File: src/rtl/mc_ctrl.sv
// Multi-cycle MIPS control unit: sequences fetch/decode/execute/memory/writeback.
// Optional MC_ADD_OVF_EN adds add/addi with writeback suppressed on signed overflow.
module mc_ctrl (
  input  logic       clk,
  input  logic       rst,
  input  logic [5:0] opcode,
  input  logic [5:0] funct,
  input  logic       zero,
  input  logic       overflow,
  output logic       PcWrite,
  output logic       IrWrite,
  output logic       RegWrite,
  output logic       MemWrite,
  output logic [1:0] RegDst,
  output logic [1:0] wd_sel,
  output logic       AluSrc,
  output logic [1:0] ExtOp,
  output logic [3:0] AluCtrl,
  output logic [2:0] NpcSel,
  output logic       done,
  output logic       illegal
);

  localparam logic [5:0] OpRtype = 6'h00;
  localparam logic [5:0] OpJ     = 6'h02;
  localparam logic [5:0] OpJal   = 6'h03;
  localparam logic [5:0] OpBeq   = 6'h04;
  localparam logic [5:0] OpAddi  = 6'h08;
  localparam logic [5:0] OpOri   = 6'h0D;
  localparam logic [5:0] OpLui   = 6'h0F;
  localparam logic [5:0] OpLw    = 6'h23;
  localparam logic [5:0] OpSw    = 6'h2B;

  localparam logic [5:0] FnJr    = 6'h08;
  localparam logic [5:0] FnAdd   = 6'h20;
  localparam logic [5:0] FnAddu  = 6'h21;
  localparam logic [5:0] FnSubu  = 6'h23;
  localparam logic [5:0] FnSlt   = 6'h2A;

  localparam logic [3:0] AluAdd  = 4'b0000;
  localparam logic [3:0] AluSub  = 4'b0001;
  localparam logic [3:0] AluOr   = 4'b0010;
  localparam logic [3:0] AluSlt  = 4'b0011;

  typedef enum logic [3:0] {
    StFetch,
    StDecode,
    StExec,
    StMemrd,
    StMemwr,
    StWb,
    StBranch,
    StJump
  } state_e;

  state_e state_q;

  logic is_rtype, is_addu, is_subu, is_slt, is_jr, is_add;
  logic is_ori, is_lui, is_lw, is_sw, is_beq, is_j, is_jal, is_addi;
  logic legal, ovf_op;
  logic       ex_alu_src;
  logic [1:0] ex_ext_op;
  logic [3:0] ex_alu_ctrl;

  // Instruction decode from the IR fields.
  always_comb begin
    is_rtype = (opcode == OpRtype);
    is_addu  = is_rtype && (funct == FnAddu);
    is_subu  = is_rtype && (funct == FnSubu);
    is_slt   = is_rtype && (funct == FnSlt);
    is_jr    = is_rtype && (funct == FnJr);
    is_ori   = (opcode == OpOri);
    is_lui   = (opcode == OpLui);
    is_lw    = (opcode == OpLw);
    is_sw    = (opcode == OpSw);
    is_beq   = (opcode == OpBeq);
    is_j     = (opcode == OpJ);
    is_jal   = (opcode == OpJal);
`ifdef MC_ADD_OVF_EN
    is_add   = is_rtype && (funct == FnAdd);
    is_addi  = (opcode == OpAddi);
`else
    is_add   = 1'b0;
    is_addi  = 1'b0;
`endif
    ovf_op   = is_add | is_addi;
    legal    = is_addu | is_subu | is_slt | is_jr | is_add | is_ori | is_lui |
               is_lw | is_sw | is_beq | is_j | is_jal | is_addi;
  end

  // ALU setup shared by EXEC and MEMRD.
  always_comb begin
    ex_alu_src  = 1'b0;
    ex_ext_op   = 2'b00;
    ex_alu_ctrl = AluAdd;
    if (is_subu) begin
      ex_alu_ctrl = AluSub;
    end else if (is_slt) begin
      ex_alu_ctrl = AluSlt;
    end else if (is_ori) begin
      ex_alu_ctrl = AluOr;
      ex_alu_src  = 1'b1;
    end else if (is_lui) begin
      ex_alu_ctrl = AluOr;
      ex_ext_op   = 2'b10;
      ex_alu_src  = 1'b1;
    end else if (is_lw || is_sw || is_addi) begin
      ex_ext_op   = 2'b01;
      ex_alu_src  = 1'b1;
    end
  end

  always_ff @(posedge clk or posedge rst) begin
    if (rst) begin
      state_q <= StFetch;
    end else begin
      case (state_q)
        StFetch:  state_q <= StDecode;
        StDecode: begin
          if (!legal)                    state_q <= StFetch;
          else if (is_beq)               state_q <= StBranch;
          else if (is_j || is_jal || is_jr) state_q <= StJump;
          else                           state_q <= StExec;
        end
        StExec: begin
          if (is_lw)      state_q <= StMemrd;
          else if (is_sw) state_q <= StMemwr;
          else            state_q <= StWb;
        end
        StMemrd:  state_q <= StWb;
        default:  state_q <= StFetch;
      endcase
    end
  end

  // Outputs decode from state and IR; everything is forced low while in reset.
  always_comb begin
    PcWrite  = 1'b0;
    IrWrite  = 1'b0;
    RegWrite = 1'b0;
    MemWrite = 1'b0;
    RegDst   = 2'b00;
    wd_sel   = 2'b00;
    AluSrc   = 1'b0;
    ExtOp    = 2'b00;
    AluCtrl  = AluAdd;
    NpcSel   = 3'b000;
    done     = 1'b0;
    illegal  = 1'b0;
    if (!rst) begin
      case (state_q)
        StFetch: begin
          IrWrite = 1'b1;
          PcWrite = 1'b1;
        end
        StDecode: begin
          if (!legal) begin
            illegal = 1'b1;
            done    = 1'b1;
          end
        end
        StExec, StMemrd: begin
          AluSrc  = ex_alu_src;
          ExtOp   = ex_ext_op;
          AluCtrl = ex_alu_ctrl;
        end
        StMemwr: begin
          MemWrite = 1'b1;
          done     = 1'b1;
        end
        StWb: begin
          RegWrite = ~(ovf_op & overflow);
          RegDst   = is_rtype ? 2'b01 : 2'b00;
          wd_sel   = is_lw ? 2'b01 : 2'b00;
          done     = 1'b1;
        end
        StBranch: begin
          AluCtrl = AluSub;
          ExtOp   = 2'b01;
          NpcSel  = 3'b001;
          PcWrite = zero;
          done    = 1'b1;
        end
        StJump: begin
          PcWrite = 1'b1;
          NpcSel  = is_jr ? 3'b011 : 3'b010;
          done    = 1'b1;
          if (is_jal) begin
            RegWrite = 1'b1;
            RegDst   = 2'b10;
            wd_sel   = 2'b10;
          end
        end
        default: ;
      endcase
    end
  end

endmodule

File: config.mk
export PLATFORM = sky130hd
export DESIGN_NAME = mc_ctrl
export DESIGN_NICKNAME = d
export VERILOG_FILES = /design/src/rtl/mc_ctrl.sv
export SDC_FILE = /design/constraint.sdc
export NUM_CORES = 1
export LEC_CHECK = 0
export BUFFER_PORTS_ARGS = -buffer_cell sky130_fd_sc_hd__buf_2
export CAP_MARGIN = 20
export CORE_MARGIN = 4
export CORE_UTILIZATION = 30
export DETAILED_ROUTE_END_ITERATION = 8
export GPL_TIMING_DRIVEN = 1
export PLACE_DENSITY = 0.59
export SETUP_SLACK_MARGIN = 0.4
export SLEW_MARGIN = 15
export SYNTH_ARGS = -nofsm -noshare
export SYNTH_HDL_FRONTEND = slang
export SYNTH_SLANG_ARGS = --single-unit
File: constraint.sdc
create_clock -name clk -period 1.82 [get_ports clk]
set_input_delay 0.182 -clock clk [delete_from_list [all_inputs] [get_ports clk]]
set_output_delay 0.182 -clock clk [all_outputs]
set_load 0.005 [all_outputs]
==> reports/results.tsv <==
stage	metric	value	unit
power	combinationalPowerShare	61.0	%
floorplan	start_util	32.1	%
worst_setup_path	cpMostUsedCell	buf_2	
synthesis	syn_inst	83	
grt	antenna_found_initial	0	
worst_setup_path	slowest_delay	0.52	ns
worst_setup_path	cp.buffers_inverters	3	
run_status	status	finished clean	
route	first_iter_violations	30	
synthesis	netlist_area	567	µm²
synthesis	ys.flop_type	dfrtp_1	
cts	clock_path_buffers	2	
worst_setup_path	end_kind	output pin	
timing	fin_skew	0.00534	ns
power	pwr-share-seq	19.3	%
worst_setup_path	path_class	in -> out	
synthesis	synthArstFlopShare	100	%
worst_setup_path	worstPathArrival	1.64	ns
synthesis	synth_edf_count	0	
synthesis	synth.yosys.warnings	0	
power	p_int	0.350	mW
worst_setup_path	cp_top_family	compound AO/OA/AOI/OAI gates	
route	vias	839	
route	wl_per_cell	13.8	µm
grt	grt_max_degree	9	
grt	grt_pass1_vias	786	
job	cap_violations	0	
layout	insertedDiodeCount	0	
cts	clockRootBuffer	clkbuf_4	
timing	rsz0062_at_grt	yes	
synthesis	synth_top_area_cell	dfrtp_1	
route	firstDrtPassIters	4	
route	wl	2.19	mm
placed_design	place_congestion	0.800	
route	antenna_left	0	
timing	post-route-period-util	99.9	%
synthesis	ys_ff_latch	3	
power	vdd_ir_drop_max	0.404	mV
worst_setup_path	start_kind	primary input	
placed_design	dp_cells	136	
timing	min_period	1.82	ns
floorplan	die-area	0.00265	mm²
power	swShare	41.9	%
layout	largest_reg_flops	3	
power	clkPwrFrac	19.7	%
timing	maxSlewViolCount	0	
floorplan	core_area	0.00176	mm²
synthesis	netlist_top_cells_count	8 x nor2_1, 6 x nand2_1, 5 x a21oi_1, 5 x buf_4	
layout	fin_area	0.00105	mm²
hold_path	hold_path_class	in -> reg	
power	powerDensity	572	mW/mm²
cts	cts_num_sinks	3	
route	vias_per_cell	5.28	
layout	fin_nets	151	
synthesis	synth_seq_area_share	13.2	%
layout	fin_cells	159	
route	post-route-drc-count	0	
synthesis	synth_area_leaders	dfrtp_1 13%, buf_4 6.6%, nor2_1 5.3%	
layout	top_register	state_q	
grt	track_usage	16.4	%
worst_setup_path	cp_max_fo	3	
synthesis	syn_area_per_cell	6.83	µm²
grt	grt_pass1_wl	3.33	mm
power	power_leakage	0.490	nW
cts	htreeDepth	1	
layout	layout-drive-gt1-share	61.2	%
floorplan	die_height	51.5	µm
timing	fmax	550	MHz
floorplan	ios	36	
cts	cts_buffers	3	
grt	grt.overflow.total	0	
placed_design	port_buffers	31	
layout	area_growth	85.7	%
cts	cts_tree	built	
worst_setup_path	crit_slowest_cell	or4_4	
worst_setup_path	path_cells	buf_2, or4_4, o21a_1, o31ai_2, buf_4, o41ai_1, buf_2	
power	p_total	0.602	mW
layout	largest_registers	state_q: 3 flops	
floorplan	rows	15	
synthesis	synthDistinctLibCells	39	
power	switchingPower	0.252	mW
worst_setup_path	required	1.64	ns
layout	fillerInstances	182	
timing	finalSetupViolations	0	
cts	cts.reportedPaths.clkPinSlew	0.04	ns
cts	worstSkewPairLatency	0.24	ns
synthesis	yosysTopAreaCellShare	13.2	%
timing	holdWs	0.294	ns
placed_design	dp_hpwl	1.40	mm
placed_design	place_area	756	µm²
timing	hold_viol_final	0	
floorplan	die_w	51.5	µm
synthesis	synthMostInstantiatedCell	nor2_1	
-- power by group through the flow --
| stage | clock network [mW] | registers, mW | logic (mW) |
|---|---|---|---|
| floorplan | 0 | 0.0888 | 0.178 |
| global placement | 0 | 0.110 | 0.238 |
| detailed placement | 0 | 0.111 | 0.240 |
| CTS | 0.118 | 0.115 | 0.342 |
| global route | 0.134 | 0.121 | 0.397 |
| finish | 0.119 | 0.116 | 0.367 |
-- metal layers --
layer	GRT usage, %	part of all wire, %	vias up
met5	0	0	-
met4	7.86	1.7	0
met3	1.46	6.9	5
met2	28.6	49	37
met1	19.8	42	386
li1	-	-	411
-- path summary, 6_finish.rpt --
kind                                       from              endpoint  slack [ns]  cells past startpoint
max in group asynchronous                   rst  state_q[2]$_DFF_PP0_        1.13                      3
setup / recovery                       funct[2]                  done       0.001                      7
setup reg to reg           state_q[2]$_DFF_PP0_  state_q[1]$_DFF_PP0_        0.49                      5
min in group asynchronous                   rst  state_q[0]$_DFF_PP0_        0.52                      3
hold reg to reg            state_q[1]$_DFF_PP0_  state_q[0]$_DFF_PP0_        0.71                      3
hold / removal                        opcode[3]  state_q[0]$_DFF_PP0_        0.29                      2
-- layout make-up --
class / instances / area, µm² / share of cell area, %
Clock buffer: 4 / 26.3 / 2.50
Sequential cell: 3 / 77.6 / 7.37
Tap cell: 25 / 31.3 / 2.97
Multi-Input combinational cell: 69 / 528 / 50.2
Timing Repair Buffer: 54 / 374 / 35.6
Inverter: 4 / 15.0 / 1.43
-- metrics by stage --
| step | setup TNS (ns) | worst slack [ns] | utilization (%) |
|---|---|---|---|
| final | 0 | 0.00147 | 59.6 |
| after global placement | 0 | 0.0412 | 42.8 |
| after CTS | 0 | 0.0504 | 57.0 |
| after floorplan | 0 | 0.286 | - |
| after global routing | -0.00953 | -0.00953 | 59.6 |
| after detailed placement | 0 | 0.0293 | 42.8 |
-- placed cells by master (no fill, tap or decap), types with 2 or more instances in the layout --
| cell type | count |
|---|---|
| o21ai_0 | 2 |
| nand3_2 | 2 |
| buf_2 | 27 |
| nand2b_1 | 2 |
| nor3_2 | 2 |
| nor2b_1 | 2 |
| buf_6 | 5 |
| nor4_2 | 3 |
| nand2_1 | 5 |
| nor2_1 | 7 |
| a211o_1 | 2 |
| nand3b_1 | 2 |
| inv_1 | 3 |
| o31ai_1 | 2 |
| conb_1 | 3 |
| buf_8 | 2 |
| clkbuf_4 | 3 |
| a21oi_2 | 4 |
| dfrtp_2 | 2 |
| nor3_1 | 2 |
| buf_4 | 19 |
-- logic make-up after synthesis --
family | count (synthesis) | synth area share, %
buf+inv | 13 | 12.1
compound gates | 20 | 24.9
other cells | 1 | 0.662
simple gates | 46 | 49.0
flops | 3 | 13.2
-- what timing repair did --
action / 4_1_cts / 5_1_grt
resized for setup: 28 / 7
buffers inserted: 16 / 2
hold buffers: 1 / 0
endpoints found under the hold margin: 3 / 0
endpoints found under the setup margin: 16 / 20
pin swaps: 10 / 5
-- worst reg2reg max path, delay by kind of cell (launching register included) --
kind | cells | cell delay [ns]
compound gates | 1 | 0.26
simple gates | 2 | 0.20
buf+inv | 2 | 0.34
flops | 1 | 0.41
Note: power is estimated with default switching activity, not from simulation.
